### src/rtl/hazard_control.sv
// Pipeline hazard unit: detects load-use and redirect hazards, freezes on a busy data
// memory, and drives the pipeline enables/flushes combinationally with event counters.
module hazard_control (
  input  logic        clk,
  input  logic        reset,
  input  logic [31:0] instruction_ID,
  input  logic [31:0] instruction_EX,
  input  logic        MemRead_EX,
  input  logic        BranchTaken_EX,
  input  logic        Jump_EX,
  input  logic        mem_busy_MEM,
  output logic        PCWrite,
  output logic        IF_ID_Write,
  output logic        ID_EX_Write,
  output logic        EX_MEM_Write,
  output logic        IF_ID_Flush,
  output logic        ID_EX_Bubble,
  output logic [1:0]  hazard_state,
  output logic [15:0] stall_count,
  output logic [15:0] flush_count
);

  typedef enum logic [1:0] {
    RUN        = 2'b00,
    LOAD_STALL = 2'b01,
    FREEZE     = 2'b10
  } hazardState_e;

  hazardState_e stateQ, stateNext;

  logic [4:0] rsId, rtId, rtEx;
  logic       loadUse, redirect;
  logic       doStall, doFlush;
  logic       unusedBits;

  assign rsId = instruction_ID[25:21];
  assign rtId = instruction_ID[20:16];
  assign rtEx = instruction_EX[20:16];

  // Opcode/immediate fields are not needed for hazard detection.
  assign unusedBits = ^{instruction_ID[31:26], instruction_ID[15:0],
                        instruction_EX[31:21], instruction_EX[15:0]};

  // $zero is never a real producer, so rt_EX == 0 cannot create a dependency.
  assign loadUse  = MemRead_EX && (rtEx != 5'd0) && ((rtEx == rsId) || (rtEx == rtId));
  assign redirect = BranchTaken_EX || Jump_EX;

  assign doFlush = !reset && !mem_busy_MEM && redirect;
  assign doStall = !reset && !mem_busy_MEM && !redirect && loadUse;

  // Outputs are Mealy: they follow the current inputs with priority
  // reset > mem busy > redirect > load-use > normal.
  always_comb begin
    // NOTE: every output gets a default first so no path leaves a variable unassigned (no latches).
    PCWrite      = 1'b1;
    IF_ID_Write  = 1'b1;
    ID_EX_Write  = 1'b1;
    EX_MEM_Write = 1'b1;
    IF_ID_Flush  = 1'b0;
    ID_EX_Bubble = 1'b0;
    stateNext    = RUN;

    if (reset) begin
      PCWrite      = 1'b0;
      IF_ID_Write  = 1'b0;
      ID_EX_Write  = 1'b0;
      EX_MEM_Write = 1'b0;
      IF_ID_Flush  = 1'b1;
      ID_EX_Bubble = 1'b1;
    end else if (mem_busy_MEM) begin
      PCWrite      = 1'b0;
      IF_ID_Write  = 1'b0;
      ID_EX_Write  = 1'b0;
      EX_MEM_Write = 1'b0;
      stateNext    = FREEZE;
    end else if (redirect) begin
      IF_ID_Flush  = 1'b1;
      ID_EX_Bubble = 1'b1;
    end else if (loadUse) begin
      PCWrite      = 1'b0;
      IF_ID_Write  = 1'b0;
      ID_EX_Bubble = 1'b1;
      stateNext    = LOAD_STALL;
    end
  end

  // NOTE: state and counters use non-blocking assignments so all flops update together on the edge.
  always_ff @(posedge clk) begin
    if (reset) begin
      stateQ      <= RUN;
      stall_count <= 16'h0000;
      flush_count <= 16'h0000;
    end else begin
      stateQ <= stateNext;
      if (doStall && (stall_count != 16'hFFFF)) stall_count <= stall_count + 16'd1;
      if (doFlush && (flush_count != 16'hFFFF)) flush_count <= flush_count + 16'd1;
    end
  end

  assign hazard_state = stateQ;

endmodule

### config.mk
export PLATFORM = sky130hd
export DESIGN_NAME = hazard_control
export DESIGN_NICKNAME = d
export VERILOG_FILES = /design/src/rtl/hazard_control.sv
export SDC_FILE = /design/constraint.sdc
export NUM_CORES = 1
export LEC_CHECK = 0
export ABC_AREA = 1
export BUFFER_PORTS_ARGS = -buffer_cell sky130_fd_sc_hd__buf_2
export CAP_MARGIN = 5
export CORE_ASPECT_RATIO = 1.1
export CORE_UTILIZATION = 42
export DETAILED_ROUTE_END_ITERATION = 8
export GPL_TIMING_DRIVEN = 1
export HOLD_SLACK_MARGIN = 0.15
export PLACE_DENSITY = 0.85
export SYNTH_ARGS = -nofsm -noshare
export SYNTH_HDL_FRONTEND = slang
export SYNTH_SLANG_ARGS = --single-unit
export TNS_END_PERCENT = 5
### constraint.sdc
create_clock -name clk -period 1.6 [get_ports clk]
set_input_delay 0.24 -clock clk [delete_from_list [all_inputs] [get_ports clk]]
set_output_delay 0.24 -clock clk [all_outputs]
set_load 0.005 [all_outputs]
# Word level (Yosys, flattened, before mapping)
# Cells that the tools add are included.
classes:
  n_addsub: 2
  n_reduce_logical: 15
  mux: 16
  eq_ne: 4
ops:
  columns: ["cell", "count"]
  rows:
  - ["$add 16x1->16 const B", 2]
  - ["$ne 16x16->1 const B", 2]
  - ["$mux 1", 15]
  - ["$eq 5x5->1", 2]
  - ["$logic_and 1x1->1", 8]
  - ["$reduce_bool 5->1", 1]
  - ["$logic_not 1->1", 3]
  - ["$reduce_or 3->1", 1]
  - ["$logic_or 1x1->1", 2]
  - ["$mux 2", 1]
word_totals:
  input_bits: 70
  word_cells: 41
  output_inout_bits: 40
  ff_bits: 34

# Longest topological paths before layout
# Gate-level depths: netlist of the first run.
depth:
  depth_word: 7
  ltp_mapped: 11
  mapped_depth_nobuf: 11

# Worst setup path after synthesis of the first run
# OpenSTA, ideal clock, no wires.
synth_path:
  kind: "register -> register"
  startpoint: "register flush_count[0]"
  endpoint: "register flush_count[12]"
  path_buffers: 1
  t_arrival_ns: 1.466
  setup_slack_ns: 0.002
  setup_ns: 0.132
  required_time_ns: 1.468
  path_stages_with_launch: 10
  path_cell_list: "dfxtp_1 > ha_1 > nand3_1 > nor3_4 > nand4_2 > nand2_4 > inv_2 > buf_6 > nand2_1 > a21oi_2"
synth_between:
  elab_chain_cells: 2
  elab_cells_between_ends: 3
  cone_classes: "add/sub (1); eq/ne (1); reduce/logical (1)"
synth_rtl:
  columns: ["item", "line_no", "text"]
  rows:
  - ["from (decl)", "20", "output logic [15:0] flush_count"]
  - ["from (signal assigned)", "96", "if (doFlush && (flush_count != 16'hFFFF)) flush_count <= flush_count + 16'd1;"]
  - ["parallel branches: the longest is 2 deep, another holds $add 16x1->16", null, null]
# Several ways; the timed one is not identified.
# A chain may end at the register's enable or synchronous reset.

# Final worst setup path of the first run
layout_path:
  startpoint: "register flush_count[1]"
  endpoint: "register flush_count[10]"
# The elaborated chain is that of the path after synthesis.

==> results of run 1 <==
## path summary, 6_finish.rpt
| path | to |
|---|---|
| hold / removal | hazard_state[1] |
| setup reg to reg | flush_count[10] |
| hold reg to reg | flush_count[9] |
| setup / recovery | flush_count[10] |
## critical path: stages (launching register included)
cell,delay (ns)
dfxtp_2,0.35
ha_4,0.16
nand3_4,0.09
nor3_4,0.22
nand4_2,0.14
nand2_4,0.13
buf_4,0.13
o21ai_0,0.07
nor3b_1,0.14
## state kept, by name, summed over array words and instances (netlist names)
name	flops
flush_count	16
stall_count	16
hazard_state	2
## metal layers
metal / up-vias / GRT usage, % / wire, um
li1: 1279 / - / -
met2: 89 / 38.4 / 2970
met4: 0 / 7.40 / 104
met5: - / 0 / 0
met3: 15 / 4.94 / 312
met1: 1124 / 24.1 / 2420
## cell usage in the layout, fill, tap and decap left out, types with 4 or more instances in the layout
cell | synthesis | routed
inv_1 | 42 | 42
a21oi_1 | 13 | 11
buf_4 | 2 | 29
a21oi_2 | 2 | 4
dfxtp_1 | 34 | 29
inv_2 | 7 | 6
nor2_1 | 55 | 52
nor2_2 | 9 | 11
xor2_1 | 6 | 6
xnor2_1 | 5 | 5
nand4_1 | 12 | 12
clkbuf_8 | 0 | 5
o21ai_1 | 4 | 5
nand2_1 | 106 | 106
dfxtp_2 | 0 | 5
buf_2 | 0 | 60
nor3_1 | 7 | 6
nand3_1 | 17 | 14
## power by group through the flow
stage / logic (mW) / clock network (mW) / registers (mW)
CTS: 0.183 / 0.618 / 0.855
detailed placement: 0.180 / 0 / 0.874
global route: 0.213 / 0.656 / 0.857
finish: 0.191 / 0.596 / 0.857
global placement: 0.175 / 0 / 0.874
floorplan: 0.103 / 0 / 0.877
## cell families (layout without fill, tap and decap cells)
logic type                 count (synthesis)  count (layout)  synth area share, %
AOI/OAI and AO/OA                         27              27                 6.93
xor gates and xnor gates                  11              11                 4.37
adders and majority gates                  2               2                 1.14
buffers and inverters                     57             148                 10.7
DFF                                       34              34                 30.9
and+or+nand+nor                          220             220                 45.9
## stage by stage
stage	power (mW)	TNS [ns]	instance area (sq um)	util, %
after detailed placement	1.05	-0.0554	2730	54.2
after floorplan	0.980	0	2200	-
after CTS	1.66	-0.00150	2820	56.1
after global routing	1.73	-0.105	2920	57.9
final	1.64	0	2920	57.9
after global placement	1.05	0	2730	54.2
## area by class of cell
class                      instances  area (sq um)  share of cell area (%)
multi-input combinational        260          1350                    46.3
tap                               58          72.6                    2.49
timing repair buffer              91           541                    18.5
clock buffer                       7          76.3                    2.62
inverter                          50           190                    6.52
sequential                        34           687                    23.6
## timing repair
| item | in CTS | in global routing |
|---|---|---|
| hold endpoints to repair | 0 | 0 |
| gates resized for setup | 1 | 23 |
| pin swaps | 1 | 7 |
| setup endpoints to repair | 12 | 29 |
| setup buffers | 2 | 2 |
==> impl_metrics.env, run 1 <==
export IMPL_status="finished with violations"
export IMPL_violations="DRC"
export IMPL_cts_tree="yes"
export IMPL_cp_start_kind="flop"
export IMPL_dp_hpwl_um=4280
export IMPL_yosys_cell_count_top_type="nand2_1"
export IMPL_ys_ff_latch=34
export IMPL_grt_first_pass_wirelength_um=9480
export IMPL_synth_area_per_cell_sq_um=6.28
export IMPL_tightest_slew_ns=0.420
export IMPL_cts_htree_levels=2
export IMPL_nNetsFinal=514
export IMPL_fin_crit_sh_pct=95.5
export IMPL_cts_sinks=34
export IMPL_pwr_share_seq_pct=52.1
export IMPL_via_per_inst=5.01
export IMPL_regToRegStartpoint="flush_count[1]"
export IMPL_antenna_found_initial=0
export IMPL_synth_edf_count=0
export IMPL_critPathKind="reg2reg"
export IMPL_cap_violations=0
export IMPL_rr_worst_depth=8
export IMPL_dp_slack_ns=-0.0273
export IMPL_crit_start="flush_count[1]"
export IMPL_fmax_mhz=655
export IMPL_ios=110
export IMPL_yosysTopAreaCellShare_pct=30.9
export IMPL_clock_path_buffers=2
export IMPL_fin_worst_skew_ns=0.00169
export IMPL_synth_flop_cell="dfxtp_1"
export IMPL_rsz0062_at_grt="yes"
export IMPL_power_leakage_nw=1.39
export IMPL_place_congestion=0.904
export IMPL_yosysSeqAreaShare_pct=30.9
export IMPL_end_kind="flop"
export IMPL_synth_cell_types=34
export IMPL_row_count=27
export IMPL_dieArea_sq_um=5540
export IMPL_net_switching_power_mw=0.412
export IMPL_period_needed_ns=1.53
export IMPL_worstPathArrival_ns=1.70
export IMPL_drt_wirelength_per_cell_um=11.6
export IMPL_comb_power_share_pct=11.6
export IMPL_synth_nets=423
export IMPL_route_detailed_drc=4
export IMPL_worst_path_max_fanout=4
export IMPL_ys_top_cells_by_count="106 x nand2_1, 55 x nor2_1, 42 x inv_1"
export IMPL_placed_cells=489
export IMPL_p_per_area_nw_per_um2=564
export IMPL_rrSetupSlack_ns=0.07
export IMPL_via_count=2507
export IMPL_clock_latency_ns=0.28
export IMPL_final_cells=500
export IMPL_maxSlewViolCount=0
export IMPL_postSynthCellCount=351
export IMPL_ir_drop_uv=492
export IMPL_grt_overflow=0
export IMPL_grt_pass1_vias=2302
export IMPL_drt_total_wl_um=5800
export IMPL_die_h_um=78.0
export IMPL_drt_iter0_drc=115
export IMPL_track_usage_pct=21.2
export IMPL_core_area_sq_um=5030
export IMPL_initial_utilization_pct=43.8
export IMPL_ys_top_cells_by_area="dfxtp_1 31%, nand2_1 18%, nor2_1 9.4%, inv_1 7.2%, nand3_1 3.9%"
export IMPL_grt_start_max_net_pins=15
export IMPL_ys_warn_count=0
export IMPL_drive_gt1_share_pct=32.4
export IMPL_port_buffers=60
export IMPL_power_frac_clock_pct=36.2
export IMPL_power_internal_mw=1.23
export IMPL_first_pass_iters=8
export IMPL_nFillCells=456
export IMPL_die_x_um=71.1
export IMPL_hold_depth=3
export IMPL_syn2layout_area_growth_pct=32.3
export IMPL_clockRootBuffer="clkbuf_8"
export IMPL_hp_class="in2reg"
export IMPL_p_sw_share_pct=25.1
export IMPL_syn_cell_area_sq_um=2200
export IMPL_finalHoldViolCount=0
export IMPL_setup_viol=0
export IMPL_yosys_area_top_type="dfxtp_1"
export IMPL_synthArstFlopShare_pct=0
export IMPL_ctsHoldBuffers=0
export IMPL_n_antenna_cell=0
export IMPL_whs_ns=0.211
export IMPL_relSlewSlack_pct=71.8
export IMPL_critPathRequiredTime_ns=1.77
export IMPL_hold_path_startpoint="mem_busy_MEM"
export IMPL_cts_made_buffers=5
export IMPL_setup_ws_ns=0.0724
export IMPL_postRouteAntennaNets=0
export IMPL_clk_pin_slew_worst_paths_ns=0.07
Note: power is estimated with default switching activity, not from simulation.
==> inputs of run 2 (changes only) <==
--- a/config.mk
+++ b/config.mk
@@ -6,7 +6,7 @@
 export NUM_CORES = 1
 export LEC_CHECK = 0
 export ABC_AREA = 1
-export BUFFER_PORTS_ARGS = -buffer_cell sky130_fd_sc_hd__buf_2
+export BUFFER_PORTS_ARGS = -buffer_cell sky130_fd_sc_hd__buf_4
 export CAP_MARGIN = 5
 export CORE_ASPECT_RATIO = 1.1
 export CORE_UTILIZATION = 42
==> impl_metrics.env, run 2 (synthesis gave the netlist of run 1 again) <==
export IMPL_status="finished with violations"
export IMPL_violations="DRC, setup timing"
export IMPL_clock_latency_ns=0.29
export IMPL_tightest_slew_ns=0.458
export IMPL_power_leakage_nw=1.47
export IMPL_dp_hpwl_um=4560
export IMPL_clk_pin_slew_worst_paths_ns=0.07
export IMPL_dpl_instance_area_sq_um=2910
export IMPL_syn2layout_area_growth_pct=44.5
export IMPL_worstPathArrival_ns=1.87
export IMPL_dieArea_sq_um=5540
export IMPL_fin_worst_skew_ns=0.00426
export IMPL_postRouteAntennaNets=0
export IMPL_nFillCells=441
export IMPL_ios=110
export IMPL_drt_wirelength_per_cell_um=12.7
export IMPL_core_area_sq_um=5030
export IMPL_n_antenna_cell=0
export IMPL_grt_start_max_net_pins=18
export IMPL_end_kind="flop"
export IMPL_critPathKind="reg2reg"
export IMPL_design_area_sq_um=3180
export IMPL_regToRegStartpoint="flush_count[1]"
export IMPL_finalSetupTns_ns=-0.0793
export IMPL_setup_viol=1
export IMPL_whs_ns=0.206
export IMPL_hp_class="in2reg"
export IMPL_ctsHoldBuffers=0
export IMPL_place_congestion=0.886
export IMPL_dp_slack_ns=-0.0830
export IMPL_cap_violations=0
export IMPL_hold_depth=3
export IMPL_nNetsFinal=520
export IMPL_grt_first_pass_wirelength_um=9630
export IMPL_grt_overflow=0
export IMPL_ir_drop_uv=420
export IMPL_fin_crit_sh_pct=105
export IMPL_track_usage_pct=21.8
export IMPL_drt_iter0_drc=210
export IMPL_first_pass_iters=6
export IMPL_die_h_um=78.0
export IMPL_rrSetupSlack_ns=-0.08
export IMPL_r2r_end="flush_count[10]"
export IMPL_p_per_area_nw_per_um2=578
export IMPL_worst_path_max_fanout=7
export IMPL_drive_gt1_share_pct=34.1
export IMPL_cts_made_buffers=5
export IMPL_power_frac_clock_pct=41.3
export IMPL_via_per_inst=5.07
export IMPL_route_detailed_drc=4
export IMPL_period_needed_ns=1.68
export IMPL_critPathRequiredTime_ns=1.79
export IMPL_holdPathEnd="hazard_state[1]"
export IMPL_initial_utilization_pct=43.8
export IMPL_pwr_share_seq_pct=46.6
export IMPL_net_switching_power_mw=0.448
export IMPL_setup_ws_ns=-0.0793
export IMPL_hold_path_startpoint="mem_busy_MEM"
export IMPL_antenna_found_initial=0
export IMPL_cp_start_kind="flop"
export IMPL_clock_path_buffers=2
export IMPL_port_buffers=60
export IMPL_rsz0062_at_grt="yes"
export IMPL_rr_worst_depth=8
export IMPL_row_count=27
export IMPL_final_common_cell="nand2_1"
export IMPL_comb_power_share_pct=12.1
export IMPL_power_internal_mw=1.39
export IMPL_via_count=2571
export IMPL_relSlewSlack_pct=69.2
export IMPL_die_x_um=71.1
export IMPL_layout_common_cells="106 x nand2_1, 93 x buf_4, 54 x nor2_1"
export IMPL_clockRootBuffer="clkbuf_8"
export IMPL_fmax_mhz=595
export IMPL_drt_total_wl_um=6420
export IMPL_finalHoldViolCount=0
export IMPL_grt_pass1_vias=2339
export IMPL_maxSlewViolCount=0
export IMPL_p_sw_share_pct=24.3
export IMPL_cts_sinks=34
export IMPL_cts_tree="yes"
export IMPL_cts_htree_levels=2
## run 2: power by group through the flow
stage | combinational, mW | sequential, mW | clock (mW)
5_1_grt | 0.242 | 0.858 | 0.806
3_3_place_gp | 0.199 | 0.874 | 0
2_1_floorplan | 0.103 | 0.877 | 0
6_report | 0.222 | 0.857 | 0.760
4_1_cts | 0.209 | 0.855 | 0.770
3_5_place_dp | 0.206 | 0.874 | 0
## run 2: metrics by stage
step                power (mW)  std cells  utilization (%)
floorplan                0.980        351                -
global placement          1.07        493             57.8
detailed placement        1.08        493             57.8
CTS                       1.83        501             60.2
global route              1.91        507             63.3
finish                    1.84        507             63.3
## run 2: per-layer routing
metal	wire (um)	global-route usage [%]	vias to the layer above
met1	2510	23.2	1176
met5	0	0	-
met4	130	7.00	0
met2	3440	41.6	88
li1	-	-	1290
met3	338	5.06	17
## run 2: worst max path at each step
stage                   startpoint         endpoint  slack, ns  depth (start not counted)
CTS                 stall_count[0]   stall_count[7]      0.009                         11
finish              flush_count[1]  flush_count[10]      -0.08                          8
detailed placement  flush_count[0]   flush_count[2]      -0.08                          9
global placement    flush_count[0]   flush_count[2]      -0.03                          9
global route        flush_count[1]  flush_count[10]      -0.14                          8
floorplan           flush_count[0]  flush_count[12]      0.002                          9
## run 2: repair_timing
action / 4_1_cts / 5_1_grt
pin swaps: 0 / 11
resized for setup: 3 / 28
setup endpoints to repair: 13 / 28
setup buffers: 0 / 6
## run 2: area by class of cell
type                            count  area [sq um]  area share, %
Clock buffer                        8           110           3.46
Inverter                           50           193           6.05
Multi-Input combinational cell    260          1380           43.3
Sequential cell                    34           688           21.6
Tap cell                           58          72.6           2.28
Timing Repair Buffer               97           743           23.3
## run 2: worst max-delay path, cell delays in order (launching register included)
cell     delay [ns]
dfxtp_2        0.36
ha_4           0.16
nand3_4        0.11
nor3_4         0.22
nand4_2        0.13
nand2_4        0.17
buf_6          0.12
nor3_2         0.04
nor3b_1        0.27
==> inputs of run 3 (changes only) <==
--- a/config.mk
+++ b/config.mk
@@ -8,12 +8,13 @@
 export ABC_AREA = 1
 export BUFFER_PORTS_ARGS = -buffer_cell sky130_fd_sc_hd__buf_4
 export CAP_MARGIN = 5
-export CORE_ASPECT_RATIO = 1.1
+export CORE_ASPECT_RATIO = 0.8
 export CORE_UTILIZATION = 42
 export DETAILED_ROUTE_END_ITERATION = 8
 export GPL_TIMING_DRIVEN = 1
 export HOLD_SLACK_MARGIN = 0.15
 export PLACE_DENSITY = 0.85
+export SLEW_MARGIN = 10
 export SYNTH_ARGS = -nofsm -noshare
 export SYNTH_HDL_FRONTEND = slang
 export SYNTH_SLANG_ARGS = --single-unit
==> impl_metrics.env, run 3 (synthesis gave the netlist of run 1 again) <==
export IMPL_status="finished with violations"
export IMPL_violations="DRC, setup timing"
export IMPL_end_kind="flop"
export IMPL_fin_worst_skew_ns=0.00416
export IMPL_syn2layout_area_growth_pct=39.8
export IMPL_clock_path_buffers=2
export IMPL_via_per_inst=4.94
export IMPL_seq_area_sq_um=684
export IMPL_dpl_instance_area_sq_um=2880
export IMPL_first_pass_iters=7
export IMPL_hp_class="in2reg"
export IMPL_grt_pass1_vias=2267
export IMPL_cts_tree="yes"
export IMPL_die_x_um=83.0
export IMPL_track_usage_pct=22.8
export IMPL_rsz0062_at_grt="yes"
export IMPL_r2r_end="stall_count[3]"
export IMPL_drt_total_wl_um=6390
export IMPL_dieArea_sq_um=5540
export IMPL_finalHoldViolCount=0
export IMPL_rrSetupSlack_ns=-0.01
export IMPL_power_mw=1.84
export IMPL_grt_overflow=0
export IMPL_clockRootBuffer="clkbuf_8"
export IMPL_cts_sinks=34
export IMPL_critPathRequiredTime_ns=1.80
export IMPL_worstPathArrival_ns=1.81
export IMPL_layout_common_cells="105 x nand2_1, 89 x buf_4, 52 x nor2_1"
export IMPL_setup_ws_ns=-0.0114
export IMPL_cap_violations=0
export IMPL_p_per_area_nw_per_um2=598
export IMPL_row_count=23
export IMPL_hold_depth=3
export IMPL_ctsHoldBuffers=0
export IMPL_port_buffers=60
export IMPL_dp_hpwl_um=4620
export IMPL_drt_iter0_drc=180
export IMPL_postRouteAntennaNets=0
export IMPL_nFillCells=410
export IMPL_finalSetupTns_ns=-0.0114
export IMPL_dp_slack_ns=-0.0446
export IMPL_critPathKind="reg2reg"
export IMPL_clk_pin_slew_worst_paths_ns=0.07
export IMPL_route_detailed_drc=2
export IMPL_multi_input_area_sq_um=1350
export IMPL_place_congestion=0.885
export IMPL_core_area_sq_um=5040
export IMPL_setup_viol=1
export IMPL_relSlewSlack_pct=80.7
export IMPL_fmax_mhz=621
export IMPL_tightest_slew_ns=0.288
export IMPL_final_common_cell="nand2_1"
export IMPL_fin_crit_sh_pct=101
export IMPL_regToRegStartpoint="stall_count[1]"
export IMPL_power_leakage_nw=1.42
export IMPL_initial_utilization_pct=43.8
export IMPL_hold_path_startpoint="mem_busy_MEM"
export IMPL_antenna_found_initial=0
export IMPL_ios=110
export IMPL_maxSlewViolCount=0
export IMPL_worst_path_max_fanout=6
export IMPL_grt_start_max_net_pins=15
export IMPL_rr_worst_depth=9
export IMPL_period_needed_ns=1.61
export IMPL_clock_latency_ns=0.30
export IMPL_n_antenna_cell=0
export IMPL_cts_htree_levels=2
export IMPL_ir_drop_uv=354
export IMPL_cp_start_kind="flop"
export IMPL_drive_gt1_share_pct=32.2
export IMPL_cts_made_buffers=5
export IMPL_design_area_sq_um=3080
export IMPL_nNetsFinal=512
export IMPL_die_h_um=66.8
export IMPL_via_count=2487
export IMPL_holdPathEnd="hazard_state[1]"
export IMPL_grt_first_pass_wirelength_um=10100
export IMPL_drt_wirelength_per_cell_um=12.7
## run 3: layer usage
metal	GRT usage, %	wire (um)	up-vias
met4	9.27	152	0
met2	41.1	3150	74
met1	26.5	2760	1129
met5	0	0	-
met3	5.20	332	17
li1	-	-	1267
## run 3: stage by stage
| stage | hold WS, ns | cells | util (%) |
|---|---|---|---|
| 2_1_floorplan | 0.322 | 351 | - |
| 3_3_place_gp | 0.483 | 492 | 57.1 |
| 3_5_place_dp | 0.489 | 492 | 57.1 |
| 4_1_cts | 0.197 | 500 | 59.6 |
| 5_1_grt | 0.198 | 503 | 61.2 |
| 6_report | 0.207 | 503 | 61.2 |
## run 3: cell type report
| cell class | count | share of cell area [%] |
|---|---|---|
| Multi-Input combinational cell | 260 | 43.8 |
| Clock buffer | 8 | 3.57 |
| Timing Repair Buffer | 89 | 21.7 |
| Tap cell | 62 | 2.52 |
| Sequential cell | 34 | 22.2 |
| Inverter | 50 | 6.17 |
## run 3: worst max-delay path by stage
stage                   startpoint  cells after the start  slack [ns]               to
finish              stall_count[1]                      9       -0.01   stall_count[3]
global route        stall_count[1]                      9       -0.11   stall_count[3]
floorplan           flush_count[0]                      9       0.002  flush_count[12]
CTS                 stall_count[0]                     11        0.01  stall_count[13]
global placement    flush_count[0]                      9      -0.005   flush_count[2]
detailed placement  flush_count[0]                      8       -0.04  flush_count[15]
## run 3: what timing repair did
item                                    4_1_cts  5_1_grt
gates resized for setup                       2       18
endpoints found under the hold margin         0        0
endpoints found under the setup margin       14       28
pin swaps                                     0        6
setup buffers                                 0        3
## run 3: report_power, final
group / total [mW] / switching (mW) / internal (mW)
clock network: 0.770 / 0.335 / 0.435
logic: 0.219 / 0.116 / 0.103
registers: 0.855 / 0.00312 / 0.851
## run 3: worst max-delay path, stage by stage, from the launching register on
cell and delay (ns):
dfxtp_2 0.36, ha_4 0.16, nand3_4 0.08, nor2_4 0.18, nand4_1 0.20, buf_4 0.20, nand4_1 0.11, nor2_2 0.07
nor2_1 0.10, nor2_1 0.04
